<file path="config.mk">
export PLATFORM = sky130hd
export DESIGN_NAME = carfield_periph_apb_demux
export DESIGN_NICKNAME = d
export VERILOG_FILES = /design/src/rtl/carfield_periph_apb_demux.sv
export SDC_FILE = /design/constraint.sdc
export NUM_CORES = 1
export LEC_CHECK = 0
export CAP_MARGIN = 20
export CORE_MARGIN = 8
export CORE_UTILIZATION = 38
export DETAILED_ROUTE_END_ITERATION = 8
export HOLD_SLACK_MARGIN = 0.06
export PLACE_DENSITY = 0.84
export RECOVER_POWER = 50
export SLEW_MARGIN = 10
export SYNTH_ARGS = -nofsm -noshare
export SYNTH_HDL_FRONTEND = slang
export SYNTH_SLANG_ARGS = --single-unit
export TNS_END_PERCENT = 100
</file>
<file path="constraint.sdc">
create_clock -name clk_i -period 2.78 [get_ports clk_i]
set_input_delay 0.556 -clock clk_i [delete_from_list [all_inputs] [get_ports clk_i]]
set_output_delay 0.556 -clock clk_i [all_outputs]
set_load 0.005 [all_outputs]
</file>
<file path="src/rtl/carfield_periph_apb_demux.sv">
// Purpose  : APB 1-to-N demux for the peripheral window; decodes the upstream address against
//            per-slave base/size windows and runs one registered APB transfer to the selected slave.
// Latency  : first upstream access cycle + 3 for a zero-wait hit, + 1 for an unmapped address.
// Backpress: upstream is held (s_pready_o=0) until the slave answers. A slave stalled for
//            TimeoutCycles ACCESS cycles, or an unmapped address, is answered locally with PSLVERR.
// Ports    : clk_i/rst_i           clock, synchronous active-high reset
//            s_p*                  upstream APB completer port
//            m_p*                  downstream APB requester port: one-hot psel, shared ctrl/data,
//                                  per-slave prdata/pready/pslverr
//            timeout_o             one-cycle pulse, coincident with the RESP cycle of a timed-out transfer
//            err_cnt_o             saturating count of decode errors plus timeouts
module carfield_periph_apb_demux #(
  parameter int unsigned NumSlaves = 5,
  parameter int unsigned AddrWidth = 32,
  parameter int unsigned DataWidth = 32,
  parameter logic [NumSlaves-1:0][AddrWidth-1:0] SlaveBase = {
    32'h2000_9000, 32'h2000_7000, 32'h2000_5000, 32'h2000_4000, 32'h2000_1000},
  parameter logic [NumSlaves-1:0][AddrWidth-1:0] SlaveSize = {5{32'h0000_1000}},
  parameter int unsigned TimeoutCycles = 64,
  parameter logic [DataWidth-1:0] ErrData = 32'hBADC_AB1E
) (
  input  logic                           clk_i,
  input  logic                           rst_i,
  input  logic                           s_psel_i,
  input  logic                           s_penable_i,
  input  logic                           s_pwrite_i,
  input  logic [AddrWidth-1:0]           s_paddr_i,
  input  logic [DataWidth-1:0]           s_pwdata_i,
  input  logic [DataWidth/8-1:0]         s_pstrb_i,
  output logic [DataWidth-1:0]           s_prdata_o,
  output logic                           s_pready_o,
  output logic                           s_pslverr_o,
  output logic [NumSlaves-1:0]           m_psel_o,
  output logic                           m_penable_o,
  output logic                           m_pwrite_o,
  output logic [AddrWidth-1:0]           m_paddr_o,
  output logic [DataWidth-1:0]           m_pwdata_o,
  output logic [DataWidth/8-1:0]         m_pstrb_o,
  input  logic [NumSlaves*DataWidth-1:0] m_prdata_i,
  input  logic [NumSlaves-1:0]           m_pready_i,
  input  logic [NumSlaves-1:0]           m_pslverr_i,
  output logic                           timeout_o,
  output logic [15:0]                    err_cnt_o
);

  localparam int unsigned IdxW  = (NumSlaves > 1) ? $clog2(NumSlaves) : 1;
  localparam int unsigned CntW  = (TimeoutCycles > 1) ? $clog2(TimeoutCycles) : 1;
  localparam bit          TmoEn = (TimeoutCycles != 0);
  localparam logic [CntW-1:0] CntLast = CntW'(TimeoutCycles - 1);

  typedef enum logic [1:0] {IDLE, SETUP, ACCESS, RESP} state_e;

  state_e                 r_state, w_state_nxt;
  logic [AddrWidth-1:0]   r_paddr;
  logic [DataWidth-1:0]   r_pwdata;
  logic [DataWidth/8-1:0] r_pstrb;
  logic                   r_pwrite;
  logic [IdxW-1:0]        r_idx;
  logic [CntW-1:0]        r_cnt;
  logic [DataWidth-1:0]   r_prdata;
  logic                   r_pslverr;
  logic                   r_timeout;
  logic [15:0]            r_err_cnt;

  logic                   w_capture;
  logic                   w_hit;
  logic [IdxW-1:0]        w_hit_idx;
  logic                   w_sel_pready;
  logic                   w_sel_pslverr;
  logic [DataWidth-1:0]   w_sel_prdata;
  logic                   w_tmo_fire;
  logic                   w_active;

  assign w_capture = s_psel_i && s_penable_i;

  // Address decode. The limit is formed one bit wider so a window ending at the top of the
  // address space does not wrap. Scanning from the top down leaves the lowest matching index.
  always_comb begin
    w_hit     = 1'b0;
    w_hit_idx = '0;
    for (int i = NumSlaves - 1; i >= 0; i--) begin
      if (({1'b0, s_paddr_i} >= {1'b0, SlaveBase[i]}) &&
          ({1'b0, s_paddr_i} <  ({1'b0, SlaveBase[i]} + {1'b0, SlaveSize[i]}))) begin
        w_hit     = 1'b1;
        w_hit_idx = IdxW'(i);
      end
    end
  end

  // Response lane of the latched slave.
  always_comb begin
    w_sel_pready  = 1'b0;
    w_sel_pslverr = 1'b0;
    w_sel_prdata  = '0;
    for (int i = 0; i < NumSlaves; i++) begin
      if (r_idx == IdxW'(i)) begin
        w_sel_pready  = m_pready_i[i];
        w_sel_pslverr = m_pslverr_i[i];
        w_sel_prdata  = m_prdata_i[i*DataWidth +: DataWidth];
      end
    end
  end

  always_ff @(posedge clk_i) begin
    if (rst_i) r_state <= IDLE;
    else       r_state <= w_state_nxt;
  end

  always_comb begin
    w_state_nxt = r_state;
    w_tmo_fire  = 1'b0;
    unique case (r_state)
      IDLE:   if (w_capture) w_state_nxt = w_hit ? SETUP : RESP;
      SETUP:  w_state_nxt = ACCESS;
      ACCESS: begin
        // A ready in the last allowed cycle takes priority over the timeout.
        if (w_sel_pready) begin
          w_state_nxt = RESP;
        end else if (TmoEn && (r_cnt == CntLast)) begin
          w_state_nxt = RESP;
          w_tmo_fire  = 1'b1;
        end
      end
      RESP:   w_state_nxt = IDLE;
      default: w_state_nxt = IDLE;
    endcase
  end

  always_ff @(posedge clk_i) begin
    if (rst_i) begin
      r_paddr   <= '0;
      r_pwdata  <= '0;
      r_pstrb   <= '0;
      r_pwrite  <= 1'b0;
      r_idx     <= '0;
      r_cnt     <= '0;
      r_prdata  <= '0;
      r_pslverr <= 1'b0;
      r_timeout <= 1'b0;
      r_err_cnt <= '0;
    end else begin
      r_timeout <= 1'b0;
      unique case (r_state)
        IDLE: begin
          if (w_capture) begin
            r_paddr  <= s_paddr_i;
            r_pwdata <= s_pwdata_i;
            r_pstrb  <= s_pstrb_i;
            r_pwrite <= s_pwrite_i;
            r_idx    <= w_hit_idx;
            r_cnt    <= '0;
            if (w_hit) begin
              r_pslverr <= 1'b0;
              r_prdata  <= '0;
            end else begin
              r_pslverr <= 1'b1;
              r_prdata  <= ErrData;
              if (r_err_cnt != 16'hFFFF) r_err_cnt <= r_err_cnt + 16'd1;
            end
          end
        end
        ACCESS: begin
          r_cnt <= r_cnt + 1'b1;
          if (w_sel_pready) begin
            r_prdata  <= w_sel_prdata;
            r_pslverr <= w_sel_pslverr;
          end else if (w_tmo_fire) begin
            r_prdata  <= ErrData;
            r_pslverr <= 1'b1;
            r_timeout <= 1'b1;
            if (r_err_cnt != 16'hFFFF) r_err_cnt <= r_err_cnt + 16'd1;
          end
        end
        default: ;
      endcase
    end
  end

  assign w_active = (r_state == SETUP) || (r_state == ACCESS);

  always_comb begin
    m_psel_o = '0;
    for (int i = 0; i < NumSlaves; i++) begin
      m_psel_o[i] = w_active && (r_idx == IdxW'(i));
    end
  end

  assign m_penable_o = (r_state == ACCESS);
  assign m_pwrite_o  = r_pwrite;
  assign m_paddr_o   = r_paddr;
  assign m_pwdata_o  = r_pwdata;
  assign m_pstrb_o   = r_pstrb;

  // Read data is only presented alongside pready, and never for writes.
  assign s_pready_o  = (r_state == RESP);
  assign s_pslverr_o = (r_state == RESP) && r_pslverr;
  assign s_prdata_o  = ((r_state == RESP) && !r_pwrite) ? r_prdata : '0;

  assign timeout_o   = r_timeout;
  assign err_cnt_o   = r_err_cnt;

endmodule

</file>
# --- Word level (Yosys, flattened, before mapping) ---
# Cells that the tools add are included.
totals:
  reg_bits: 130
  latch_bits: 0
  ram_bits: 0
  rom_bits: 0
  input_bits: 243
  out_inout_bits: 126
  wordCells: 116
  mem_count: 0
op_classes:
  add_sub_neg: 2
  mul: 0
  div_mod_pow: 0
  magnitude_cmp: 10
  eq_ne: 15
  shift: 0
  muxes: 53
  bitwise_logic: 1
  reduce_logical: 24
ops:
  columns: ["operator", "n"]
  rows:
  - ["32-bit 2-to-1 mux", 10]
  - ["32-bit by 30-bit greater-or-equal comparator with 1-bit output (second input constant)", 5]
  - ["32-bit by 30-bit less-than comparator with 1-bit output (second input constant)", 5]
  - ["16-bit 2-to-1 mux", 5]
  - ["32-bit case mux with 2 select lines", 1]
  - ["16-bit case mux with 2 select lines", 1]
  - ["1-bit 2-to-1 mux", 23]
  - ["16-bit by 1-bit adder with 16-bit output (second input constant)", 1]
  - ["16-bit inequality test (second input constant)", 1]
  - ["3-bit 2-to-1 mux", 5]
  - ["1-bit logical AND", 13]
  - ["6-bit case mux with 2 select lines", 1]
  - ["2-bit 2-to-1 mux", 4]
  - ["2-bit case mux with 4 select lines", 1]
  - ["6-bit by 1-bit adder with 6-bit output (second input constant)", 1]
  - ["3-bit by 2-bit == test with 1-bit output (second input constant)", 2]
  - ["6-bit == test (second input constant)", 1]
  - ["6-bit 2-to-1 mux", 1]
  - ["2-bit inequality test (second input constant)", 3]
  - ["3-bit by 1-bit inequality test with 1-bit output (second input constant)", 2]
  - ["2-bit AND reduction", 3]
  - ["5-bit AND reduction", 1]
  - ["2-bit == test (second input constant)", 2]
  - ["3-bit by 1-bit == test with 1-bit output (second input constant)", 1]
  - ["other kinds (12)", 12]

# --- Logic depth before layout (Yosys ltp) ---
depth:
  word_depth: 11
  depth_mapped: 11
  mapped_depth_nobuf: 8

# --- Worst setup path after synthesis ---
# OpenSTA, ideal clock, no wires.
synth_timing:
  path_type: "register -> register"
  start: "register r_state[0]"
  end: "register r_err_cnt[14], in the netlist err_cnt_o[14]"
  t_arrival_ns: 2.287
  setup_slack_ns: 0.422
  stages_incl_launch_ff: 11
  synth_period_minus_slack_ns: 2.358
  cell_sequence: "dfxtp_1 > inv_1 > ha_1 > and3_1 > buf_4 > a21oi_2 > a311o_1 > or3_4 > buf_6 > or3_1 > a21oi_1"
synth_between:
  elab_chain_cells: 4
synth_rtl:
  columns: ["element", "line", "source"]
  rows:
  - ["from (decl)", "53", "state_e r_state, w_state_nxt;"]
  - ["from (signal assigned)", "106", "else r_state <= w_state_nxt;"]
  - ["2-bit == test", "112, 143", null]
  - ["1-bit 2-to-1 mux", "112", "unique case (r_state)"]
  - ["2-bit by 1-bit inequality test with 1-bit output (no line)", null, null]
  - ["5-bit AND reduction (no line)", null, null]
  - ["to (signal assigned)", "158", "if (r_err_cnt != 16'hFFFF) r_err_cnt <= r_err_cnt + 16'd1;"]
  - ["to (signal assigned)", "171", "if (r_err_cnt != 16'hFFFF) r_err_cnt <= r_err_cnt + 16'd1;"]
  - ["to (decl)", "63", "logic [15:0] r_err_cnt;"]
# Parallel ways exist; a longest one is shown, timed or not.
# A chain may end at the register's enable or synchronous reset.

# --- Final worst setup path ---
layout_timing:
  start: "register r_state[1]"
  end: "output s_prdata_o[9]"
layout_between:
  elab_chain_cells: 3
layout_rtl:
  columns: ["element", "line", "source"]
  rows:
  - ["2-bit == test", "197", "assign s_prdata_o = ((r_state == RESP) && !r_pwrite) ? r_prdata : '0;"]
  - ["1-bit logical AND", "197", null]
  - ["32-bit 2-to-1 mux", "197", null]
  - ["to (decl)", "30", "output logic [DataWidth-1:0] s_prdata_o,"]
# Every way passes these cells.

==> qor.tcl <==
set qor(pin_count_of_the_biggest_net_entering_global_routing) 75
set qor(drive_gt1_frac) 0.09580
set qor(first_global_vias) 6952
set qor(setup_ws_ps) 126.8
set qor(outcome) {finished, final reports clean}
set qor(area_growth_syn_to_layout_pct) 72.06
set qor(synth_seq_area_share) 0.4104
set qor(mostFrequentLayoutCell) {sky130_fd_sc_hd__clkdlybuf4s50_1}
set qor(core.rowCount) 47
set qor(numCtsBuffers) 17
set qor(ys_types) 48
set qor(pre_cts_slack_ps) 31.44
set qor(detail_route.wl_per_cell_um) 19.41
set qor(worst_clock_skew_ps) 9.411
set qor(timing.critical_path.arrival_ps) 2100
set qor(initial_antenna_violation_count) 0
set qor(number_of_stages_on_the_worst_hold_path) 2
set qor(path_clk_slew_ps) 50
set qor(max_freq_ghz) 0.3769
set qor(core-area_sq_mm) 0.01647
set qor(multi_input_comb_area_sq_mm) 0.003508
set qor(setup-tns-final_ps) 0
set qor(synth_cells) 727
set qor(synth_nets) 976
set qor(max-clock-path-buffers) 2
set qor(cts_tree) {yes}
set qor(avgViaCountPerCell) 5.185
set qor(routed_wirelength_um) 25550
set qor(i_o_pin_total) 369
set qor(drt-pass1-iter-count) 5
set qor(final_hpwl_from_detailed_placement_um) 20140
set qor(post_cts.repair.setup_buffers) 0
set qor(floorplan.die.height_um) 145.2
set qor(path_max_fanout) 32
set qor(min-delay-path-class) {reg -> reg}
set qor(drt-initial-drc-count) 355
set qor(tightest_slew_ps) 803.3
set qor(detail-route-antenna-nets) 0
set qor(layout_common_cells) {278 x sky130_fd_sc_hd__clkdlybuf4s50_1, 174 x sky130_fd_sc_hd__nand2_1, 128 x sky130_fd_sc_hd__dfxtp_1}
set qor(total_power_w) 0.006232
set qor(layout.area.seq_sq_mm) 0.002605
set qor(numClockSinks) 130
set qor(effective_utilization_at_floorplan) 0.3851
set qor(grt.total_usage) 0.2368
set qor(clk_root_buffer_cell) {sky130_fd_sc_hd__clkbuf_16}
set qor(path_class) {reg -> out}
set qor(rsz0062_at_grt) {no}
set qor(r2r.worst_path.cells) 8
set qor(clock_latency_reported_for_the_late_side_of_the_worst_skew_pair_ps) 420
set qor(yosysWarnings) 0
set qor(finalSetupViolCount) 0
set qor(synth_register_bits) 130
set qor(first_pass_grt_wire_length_um) 39680
set qor(end_kind) {output pin}
set qor(cts.htree.levels) 4
set qor(port-buffer-count) 368
set qor(cap_violations) 0
set qor(die-area_sq_mm) 0.02108
set qor(power.density_mw_per_mm2) 571.2
set qor(leakagePower_nw) 4.161
set qor(post-route-period-util) 0.9544
set qor(final-hold-violation-count) 0
set qor(antenna_cells_inserted) 0
set qor(start_kind) {register}
set qor(fillers) 1361
set qor(max-vdd-ir-drop_v) 0.0004785
set qor(finalMaxSlewViolations) 0
set qor(worst_ep_required_time_ps) 2220
set qor(postSynthAreaPerCell_sq_um) 8.722
set qor(vias) 6823
set qor(finalNetCount) 1332
set qor(postLayoutCoreUtil) 0.6626
set qor(drt_drc_violations_left) 0
set qor(finalCriticalPeriod_ps) 2653
set qor(die_w_um) 145.2
set qor(relative_max_transition_margin) 0.4644
set qor(place_congestion) 0.8827
set qor(synth.cell_area_sq_mm) 0.006341
set qor(leftover_overflow_at_the_end_of_global_routing) 0
-- final timing paths --
kind | startpoint | to | slack [ps]
worst max-delay path | r_state[1] | s_prdata_o[9] | 130
worst min-delay path | m_paddr_o[25] | m_paddr_o[25] | 450
worst max register to register | r_state[0] | err_cnt_o[13] | 280
worst min register to register | m_paddr_o[25] | m_paddr_o[25] | 450
-- final cells by class --
| class | instances | share of cell area |
|---|---|---|
| Timing Repair Buffer | 395 | 0.3592 |
| Clock buffer | 19 | 0.04060 |
| Tap cell | 220 | 0.02523 |
| Multi-Input combinational cell | 532 | 0.3216 |
| Sequential cell | 130 | 0.2388 |
| Clock inverter | 13 | 0.01227 |
| Inverter | 7 | 0.002408 |
-- worst max-delay path: stages, from the launching register on --
cell,delay (ps)
sky130_fd_sc_hd__dfxtp_1,380
sky130_fd_sc_hd__ha_1,200
sky130_fd_sc_hd__nor2b_1,160
sky130_fd_sc_hd__buf_6,230
sky130_fd_sc_hd__and2_1,170
sky130_fd_sc_hd__clkdlybuf4s50_1,550
-- what timing repair did --
| action | in CTS | in global routing |
|---|---|---|
| hold buffers | 0 | 0 |
| resized for setup | 0 | 2 |
| endpoints found under the setup margin | 0 | 8 |
-- registers in the layout, summed over array words and instances, names as in the netlist --
register	flops
r_cnt	6
err_cnt_o	16
m_pwrite_o	1
m_pstrb_o	4
r_state	2
r_prdata	32
r_idx	3
m_pwdata_o	32
timeout_o	1
m_paddr_o	32
r_pslverr	1
-- synthesized netlist by cell type (all sizes together) --
library cell  instances  area share
and2                 35       0.035
ha                    6       0.012
or3                   4      0.0047
and3                  2      0.0028
nor3                  7      0.0063
o21a                  1      0.0012
nor4                  8      0.0079
a21o                  1      0.0012
mux2i                 4      0.0063
nand2b                1     0.00099
inv                   7      0.0041
o21ai                 5      0.0039
and4                  1      0.0018
nand4                 4      0.0039
nor2                 40       0.024
clkbuf               51       0.030
mux2                  2      0.0036
nor3b                 2      0.0024
nand3                13       0.010
a221oi                1      0.0014
a22oi                33       0.039
a21oi                84       0.067
o211ai                1      0.0012
nand2               174        0.10
a32oi                 2      0.0028
xnor2                 9       0.012
a311o                 1      0.0016
mux4                 33        0.12
xor2                  3      0.0041
a211oi                1      0.0012
o31ai                 6      0.0071
or4                   5      0.0059
nor2b                 3      0.0030
a22o                 33       0.046
dfxtp               130        0.41
nor4b                 5      0.0069
nand3b                1      0.0012
a2bb2oi               1      0.0014
buf                   7      0.0061
-- routing by layer --
metal | share of wire | up-vias | wire, um | GRT usage
li1 | - | 3311 | - | -
met1 | 0.40 | 3233 | 10100 | 0.2638
met2 | 0.51 | 251 | 13050 | 0.4206
met3 | 0.076 | 28 | 1939 | 0.07960
met4 | 0.018 | 0 | 463 | 0.06871
met5 | 0 | - | 0 | 0
-- cells by family after synthesis --
logic type / synth area share
buffers and inverters: 0.04045
adder cells (fa/ha/maj): 0.01184
AO/OA/AOI/OAI: 0.1744
XOR/XNOR: 0.01658
multiplexers: 0.1271
AND/OR/NAND/NOR: 0.2192
flip-flops: 0.4104
-- power by group --
group	switching (W)	internal, W	total (W)	leakage (nW)
Clock	0.000831	0.00134	0.00217	0.279
Combinational	0.000839	0.000951	0.00179	2.82
Sequential	0.000137	0.00213	0.00227	1.06
-- through the flow --
step | hold WS, ps | std cells | cell area [sq um]
after floorplan | 434.2 | 727 | 6341
after global placement | 440.4 | 1284 | 10330
after detailed placement | 445.5 | 1284 | 10330
after CTS | 453.3 | 1316 | 10910
after global routing | 466.5 | 1316 | 10910
final | 447.9 | 1316 | 10910
Note: power is estimated with default switching activity, not from simulation.
